===== src/rtl/dec_scan_ctrl_pkg.sv =====
// Shared types and constants for the decoder scan controller.
package dec_scan_ctrl_pkg;

    typedef enum logic [1:0] {
        IDLE,
        RUN,
        DONE
    } state_t;

    localparam int unsigned SEL_W      = 4;
    localparam int unsigned CODE_COUNT = 16;

endpackage


===== src/rtl/dec_scan_ctrl_dwell_timer.sv =====
// Loadable down-counter with a zero flag; paces the timed scan.
module dwell_timer #(
    parameter int unsigned DWELL_W = 4
) (
    input  logic               clk,
    input  logic               rst,
    input  logic               load,
    input  logic [DWELL_W-1:0] load_val,
    input  logic               dec,
    output logic [DWELL_W-1:0] cnt,
    output logic               zero
);

    // Load has priority over decrement; the count saturates at zero.
    always_ff @(posedge clk or posedge rst) begin
        if (rst) begin
            cnt <= '0;
        end else if (load) begin
            cnt <= load_val;
        end else if (dec && (cnt != '0)) begin
            cnt <= cnt - DWELL_W'(1);
        end
    end

    assign zero = (cnt == '0);

endmodule


===== src/rtl/dec_scan_ctrl.sv =====
// Scan controller that walks a 4-to-16 decoder select code from first to last,
// advancing either on a dwell timer or on manual step pulses.
module dec_scan_ctrl
    import dec_scan_ctrl_pkg::*;
#(
    parameter int unsigned DWELL_W = 4
) (
    input  logic               clk,
    input  logic               rst,
    input  logic               start,
    input  logic               stop,
    input  logic               step_mode,
    input  logic               step,
    input  logic [SEL_W-1:0]   first,
    input  logic [SEL_W-1:0]   last,
    input  logic [DWELL_W-1:0] dwell,
    output logic               i0,
    output logic               i1,
    output logic               i2,
    output logic               i3,
    output logic               EN,
    output logic               busy,
    output logic               done
);

    state_t             state, state_n;
    logic [SEL_W-1:0]   sel, sel_n;
    logic               en_n, busy_n, done_n;

    // Scan configuration captured at launch
    logic [SEL_W-1:0]   last_q;
    logic [DWELL_W-1:0] dwell_q;
    logic               step_q;
    logic               cfg_load;

    logic               tmr_load;
    logic [DWELL_W-1:0] tmr_load_val;
    logic               tmr_dec;
    logic [DWELL_W-1:0] tmr_cnt;
    logic               tmr_zero;
    logic               advance;

    dwell_timer #(
        .DWELL_W (DWELL_W)
    ) u_dwell_timer (
        .clk      (clk),
        .rst      (rst),
        .load     (tmr_load),
        .load_val (tmr_load_val),
        .dec      (tmr_dec),
        .cnt      (tmr_cnt),
        .zero     (tmr_zero)
    );

    // State, select code, registered outputs and launch-time configuration
    always_ff @(posedge clk or posedge rst) begin
        if (rst) begin
            state   <= IDLE;
            sel     <= '0;
            EN      <= 1'b0;
            busy    <= 1'b0;
            done    <= 1'b0;
            last_q  <= '0;
            dwell_q <= '0;
            step_q  <= 1'b0;
        end else begin
            state <= state_n;
            sel   <= sel_n;
            EN    <= en_n;
            busy  <= busy_n;
            done  <= done_n;
            if (cfg_load) begin
                last_q  <= last;
                dwell_q <= dwell;
                step_q  <= step_mode;
            end
        end
    end

    // Next-state, next-output and timer control
    always_comb begin
        state_n      = state;
        sel_n        = sel;
        en_n         = EN;
        busy_n       = busy;
        done_n       = 1'b0;
        cfg_load     = 1'b0;
        tmr_load     = 1'b0;
        tmr_load_val = dwell_q;
        tmr_dec      = 1'b0;
        advance      = step_q ? step : tmr_zero;

        unique case (state)
            IDLE: begin
                en_n   = 1'b0;
                busy_n = 1'b0;
                // stop is deliberately not looked at here
                if (start) begin
                    cfg_load     = 1'b1;
                    sel_n        = first;
                    tmr_load     = 1'b1;
                    tmr_load_val = dwell;
                    en_n         = 1'b1;
                    busy_n       = 1'b1;
                    state_n      = RUN;
                end
            end
            RUN: begin
                if (stop) begin
                    en_n    = 1'b0;
                    busy_n  = 1'b0;
                    state_n = IDLE;
                end else if (advance) begin
                    if (sel == last_q) begin
                        en_n    = 1'b0;
                        busy_n  = 1'b0;
                        done_n  = 1'b1;
                        state_n = DONE;
                    end else begin
                        sel_n    = SEL_W'((32'(sel) + 32'd1) % CODE_COUNT);
                        tmr_load = 1'b1;
                    end
                end else if (!step_q) begin
                    tmr_dec = 1'b1;
                end
            end
            DONE: begin
                en_n    = 1'b0;
                busy_n  = 1'b0;
                state_n = IDLE;
            end
            default: begin
                en_n    = 1'b0;
                busy_n  = 1'b0;
                state_n = IDLE;
            end
        endcase
    end

    assign i0 = sel[0];
    assign i1 = sel[1];
    assign i2 = sel[2];
    assign i3 = sel[3];

endmodule


===== config.mk =====
export PLATFORM = sky130hd
export DESIGN_NAME = dec_scan_ctrl
export DESIGN_NICKNAME = d
export VERILOG_FILES = /design/src/rtl/dec_scan_ctrl_pkg.sv /design/src/rtl/dec_scan_ctrl_dwell_timer.sv /design/src/rtl/dec_scan_ctrl.sv
export SDC_FILE = /design/constraint.sdc
export NUM_CORES = 1
export LEC_CHECK = 0
export ABC_AREA = 1
export CAP_MARGIN = 30
export CELL_PAD_IN_SITES_DETAIL_PLACEMENT = 1
export CELL_PAD_IN_SITES_GLOBAL_PLACEMENT = 1
export CORE_MARGIN = 3
export CORE_UTILIZATION = 35
export CTS_CLUSTER_DIAMETER = 60
export DETAILED_ROUTE_END_ITERATION = 6
export GPL_TIMING_DRIVEN = 0
export PLACE_DENSITY_LB_ADDON = 0.05
export SETUP_SLACK_MARGIN = 0.1
export SLEW_MARGIN = 20
export SYNTH_ARGS = -nofsm -noshare
export SYNTH_HDL_FRONTEND = slang
export SYNTH_SLANG_ARGS = --single-unit

===== constraint.sdc =====
create_clock -name clk -period 2.1 [get_ports clk]
set_input_delay 0.315 -clock clk [delete_from_list [all_inputs] [get_ports clk]]
set_output_delay 0.315 -clock clk [all_outputs]
set_load 0.01 [all_outputs]

==> results_dict.tcl, run 1 <==
set metrics [dict create \
    status "complete, no violations" \
    dp_hpwl_um 1950 \
    path_delay_family "buffers and inverters" \
    ctsResizeCount 0 \
    finalMaxSlewViolations 0 \
    fmax_mhz 596 \
    fillers 390 \
    cts_max_path_buffers 2 \
    hold_viol_final 0 \
    vdd_drop_max_mv 0.451 \
    vias 973 \
    regArea_um2 526 \
    final.min_clock_period_ns 1.68 \
    die_w_um 63.0 \
    fin_skew_ns 0.00954 \
    hold_ws_ns 0.246 \
    yosys.area_share.xor_xnor 0.0308 \
    min_path_type "in2async" \
    avgSynthCellArea_um2 8.30 \
    n_antenna_cell 0 \
    max_slew_margin 0.786 \
    ant_nets 0 \
    vias_per_cell 4.63 \
    drive_above_1_share 0.181 \
    cts_tree "yes" \
    cts_hold_buf 0 \
    synth_top_family_by_area "simple AND/OR/NAND/NOR gates" \
    switching_power_uw 630 \
    p_leak_uw 0.000725 \
    p_per_area_nw_per_um2 1080 \
    coreArea_um2 3080 \
    cts_num_sinks 21 \
    dr.pass1.iters 4 \
    sw_frac_of_total 0.397 \
    final_nets 187 \
    grt-ovfl-total 0 \
    worstSetupEndpointType "output pin" \
    synth_area_um2 1140 \
    globalplace.congestion 0.787 \
    cts_made_buffers 3 \
    worst-path-max-fanout 6 \
    drt_wl_total_um 2580 \
    dieArea_um2 3970 \
    slowest_stage "clkdlybuf4s50_1" \
    post_cts_buffers 0 \
    row_count 20 \
    synth-adder-area-share 0.0220 \
    start_kind "flop" \
    ys_types 21 \
    area_growth_pct 29.3 \
    seqPwrFrac 0.412 \
    synth-simple-area-share 0.276 \
    grt_pass1_vias 1007 \
    syn_nets 157 \
    portBuffers 24 \
    drc 0 \
    synth-compound-area-share 0.0781 \
    p_int_uw 958 \
    cap_viol_max_count 0 \
    worstMarginPinSlew_ns 0.321 \
    rsz0062_at_grt "false" \
    stdcell_count 210 \
    layout_common_cells "nand2_1 (33), clkdlybuf4s50_1 (24), dfrtp_1 (21)" \
    max_stage_delay_ns 0.58 \
    multiInputGateArea_um2 497 \
    grt_max_degree 22 \
    clk_pin_slew_worst_paths_ns 0.12 \
    cts.htree.levels 1 \
    layout_commonest_cell "nand2_1" \
    finalSetupViolations 0 \
    ys_ff_latch 21 \
    antenna_found_initial 0 \
    die_h_um 63.0 \
    p_clk_frac 0.126 \
    netlist_instances 137 \
    path_class "reg2out" \
    clock_latency_ns 0.31 \
    ys_seq_area_frac 0.462 \
    required_ns 1.78 \
    arrival_ns 1.36 \
    synth.area.mux_share 0.0297 \
    routedWlPerCell_um 12.3 \
    path_cells "clkdlybuf4s50_1" \
    crit_buf_inv 1 \
    combPwrFrac 0.462 \
    post-route-period-util 0.800 \
    start_util 0.370 \
    p_total_uw 1590 \
    yosys_warnings 0 \
    grt_pass1_wl_um 4540 \
    initialDrtViolationCount 25 \
    place_inst 205 \
    pin_count 25 \
    cts-root-buf "clkbuf_4" \
    grtUsageTotal 0.143 \
    finalSetupTns_ns 0 \
]
==> routing by layer <==
layer | global-route usage | vias to the layer above | share of wire
met4 | 0.0413 | 0 | 0.0058
met2 | 0.246 | 11 | 0.52
met1 | 0.179 | 479 | 0.44
li1 | - | 481 | -
met3 | 0.0270 | 2 | 0.032
met5 | 0 | - | 0
==> final cells by class <==
type	count	share of cell area
clock buffers	4	0.0179
plain buffers	4	0.0196
inverters	23	0.0587
multi-input cells	89	0.338
well taps	44	0.0374
repair buffers	25	0.171
flip-flops and latches	21	0.357
==> final timing paths <==
check	to	from	slack, ns	depth (start not counted)
min in group clk	dwell_q[2]$_DFFE_PP0N_	dwell_q[2]$_DFFE_PP0N_	0.52	1
min	sel[2]$_DFFE_PP0P_	rst	0.25	2
max	i2	sel[2]$_DFFE_PP0P_	0.42	1
max reg2reg	sel[3]$_DFFE_PP0P_	u_dwell_timer.cnt[0]$_DFFE_PP0P_	0.44	9
min reg2reg	dwell_q[2]$_DFFE_PP0N_	dwell_q[2]$_DFFE_PP0N_	0.52	1
max in group asynchronous	u_dwell_timer.cnt[2]$_DFFE_PP0P_	rst	1.41	3
==> synth_stat cells <==
master / n / area [µm²]
nand2_2: 5 / 31.3
nand2_1: 33 / 124
buf_6: 1 / 11.3
inv_1: 20 / 75.1
a21oi_1: 5 / 25.0
nor2_1: 11 / 41.3
inv_2: 3 / 11.3
or2_1: 1 / 6.26
nand4_1: 3 / 18.8
xor2_1: 4 / 35.0
or2_2: 1 / 6.26
dfrtp_1: 21 / 526
nand3_1: 7 / 35.0
nor2_4: 1 / 11.3
mux2_2: 3 / 33.8
buf_4: 1 / 7.51
ha_1: 2 / 25.0
buf_2: 2 / 10.0
o21ai_0: 4 / 20.0
o21ai_2: 5 / 43.8
nand3_2: 4 / 40.0
==> metrics by stage <==
stage	setup slack [ns]	cell area [µm²]	utilization
detailed placement	0.404	1430	0.465
global placement	0.412	1430	0.465
floorplan	0.702	1140	-
CTS	0.401	1460	0.474
finish	0.421	1470	0.478
global route	0.308	1470	0.478
==> cells by family after synthesis <==
logic type      after synthesis
flops                        21
xor+xnor                      4
compound gates               14
simple gates                 66
buf+inv                      27
mux                           3
fa+ha+maj                     2
==> power by group through the flow <==
stage                     combinational (µW)  sequential (µW)  clock (µW)
after floorplan                          492              658           0
after global placement                   718              657           0
after detailed placement                 743              667           0
after CTS                                750              660         207
after global routing                     836              682         224
final                                    734              655         200
==> flip-flops by register name, summed over array words and instances, names as in the netlist <==
signal             flops
u_dwell_timer.cnt      4
dwell_q                4
busy                   1
state                  2
last_q                 4
step_q                 1
sel                    4
done                   1
Note: power is estimated with default switching activity, not from simulation.
==> run 2, diff against run 1 <==
clock period = 1.7 ns   (was 2.1 ns; I/O delays follow)
==> run 2 against run 1 <==
Critical endpoint is now i3. Routed wire length rose by 9.1%. Global-route usage is 0.34 points higher. Die area stayed put. Total power grew 34%. Final area up 7.0%. Largest power group unchanged. Register-to-register slack lost 0.25 ns.
==> results_dict.tcl, run 2 (synthesis gave the netlist of run 1 again) <==
set metrics [dict create \
    cp-endpoint "i3" \
    worstMarginPinSlew_ns 0.318 \
    r2r-end "u_dwell_timer.cnt[3]$_DFFE_PP0P_" \
    cts-root-buf "clkbuf_4" \
    finalSetupTns_ns 0 \
    rr_worst_depth 9 \
    fmax_mhz 644 \
    drc 0 \
    vias 1001 \
    p_per_area_nw_per_um2 1350 \
    path_cells "clkdlybuf4s50_1" \
    n_antenna_cell 0 \
    cts_max_path_buffers 2 \
    p_leak_uw 0.000783 \
    fillers 383 \
    rsz0062_at_grt "false" \
    grt_pass1_wl_um 4620 \
    worst-path-max-fanout 4 \
    initialDrtViolationCount 28 \
    layout_common_cells "nand2_1 (33), clkdlybuf4s50_1 (22), inv_1 (18), dfrtp_1 (18), nor2_1 (11)" \
    cts_tree "yes" \
    row_count 20 \
    clk_pin_slew_worst_paths_ns 0.12 \
    place_inst 205 \
    cap_viol_max_count 0 \
    cts_hold_buf 0 \
    portBuffers 24 \
    post-route-period-util 0.913 \
    vias_per_cell 4.63 \
    antenna_found_initial 0 \
    status "complete, no violations" \
    cts_made_buffers 3 \
    dieArea_um2 3970 \
    cts_num_sinks 21 \
    min_path_type "in2async" \
    start_util 0.370 \
    r2r_start "u_dwell_timer.cnt[0]$_DFFE_PP0P_" \
    arrival_ns 1.30 \
    dr.pass1.iters 2 \
    stdcell_count 216 \
    vdd_drop_max_mv 0.609 \
    critPathLaunch "sel[3]$_DFFE_PP0P_" \
    path_delay_family "buffers and inverters" \
    final.min_clock_period_ns 1.55 \
    layout_commonest_cell "nand2_1" \
    dp_hpwl_um 1950 \
    grt-ovfl-total 0 \
    drt_wl_total_um 2810 \
    cts.htree.levels 1 \
    path_class "reg2out" \
    drive_above_1_share 0.256 \
    die_h_um 63.0 \
    fin_skew_ns 0.00688 \
    regToRegSetupSlack_ns 0.19 \
    required_ns 1.44 \
    routedWlPerCell_um 13.0 \
    ant_nets 0 \
    crit_buf_inv 1 \
    grt_max_degree 22 \
    die_w_um 63.0 \
    finalMaxSlewViolations 0 \
    max_slew_margin 0.788 \
    clock_latency_ns 0.30 \
    globalplace.congestion 0.787 \
    coreArea_um2 3080 \
    cp_num_cells 1 \
    hold_viol_final 0 \
    final_nets 193 \
    area_growth_pct 38.3 \
    grtUsageTotal 0.146 \
    pin_count 25 \
    grt_pass1_vias 1011 \
    start_kind "flop" \
    max_stage_delay_ns 0.56 \
    finalSetupViolations 0 \
    slowest_stage "clkdlybuf4s50_1" \
    worstSetupEndpointType "output pin" \
]
## run 2: cell types whose count changed in the layout (fill, tap and decap cells not counted), moves of 2 or more
cell	change
nand3_2	+2
clkdlybuf4s50_1	-2
inv_1	-2
nand3_1	-2
dfrtp_2	+3
dfrtp_1	-3
inv_2	+2
dlymetal6s2s_1	+2
buf_4	+5
## run 2: worst min path at each step
| stage | to | startpoint | slack (ns) |
|---|---|---|---|
| after floorplan | busy$_DFFE_PP0P_ | rst | 0.23 |
| final | last_q[0]$_DFFE_PP0N_ | rst | 0.19 |
| after global routing | last_q[0]$_DFFE_PP0N_ | rst | 0.20 |
| after CTS | last_q[0]$_DFFE_PP0N_ | rst | 0.44 |
| after global placement | dwell_q[1]$_DFFE_PP0N_ | dwell_q[1]$_DFFE_PP0N_ | 0.49 |
| after detailed placement | dwell_q[3]$_DFFE_PP0N_ | dwell_q[3]$_DFFE_PP0N_ | 0.50 |
## run 2: per-stage QoR
stage               hold WS (ns)   util  setup slack (ns)  area, µm²  power (µW)
global route               0.200  0.511            0.0974       1570        2320
global placement           0.493  0.465            0.0724       1430        1700
floorplan                  0.232      -             0.302       1140        1420
finish                     0.189  0.511             0.148       1570        2120
detailed placement         0.501  0.465            0.0635       1430        1740
CTS                        0.444  0.477             0.102       1470        2010
## run 2: final cells by class
| class | instances | area, µm² | share of cell area |
|---|---|---|---|
| well taps | 44 | 55.1 | 0.0350 |
| multi-input cells | 89 | 524 | 0.333 |
| clock buffers | 4 | 26.3 | 0.0167 |
| flip-flops and latches | 21 | 529 | 0.337 |
| inverters | 23 | 86.3 | 0.0549 |
| plain buffers | 4 | 32.5 | 0.0207 |
| repair buffers | 31 | 319 | 0.203 |
## run 2: power breakdown
part / leakage (µW) / internal, µW / switching [µW] / total, µW
clock: 0.0000150 / 91.4 / 155 / 247
sequential: 0.000247 / 676 / 141 / 817
combinational: 0.000521 / 514 / 543 / 1060
## run 2: layer usage
layer,track usage,up-vias,share of wire
met4,0.0413,0,0.0043
met2,0.257,11,0.52
met1,0.181,495,0.44
met3,0.0270,2,0.030
met5,0,-,0
li1,-,493,-
## run 2: what timing repair did
action	4_1_cts	5_1_grt
cloned	0	1
setup endpoints to repair	9	13
resized for setup	2	11
buffers inserted	1	4
pin swaps	1	3
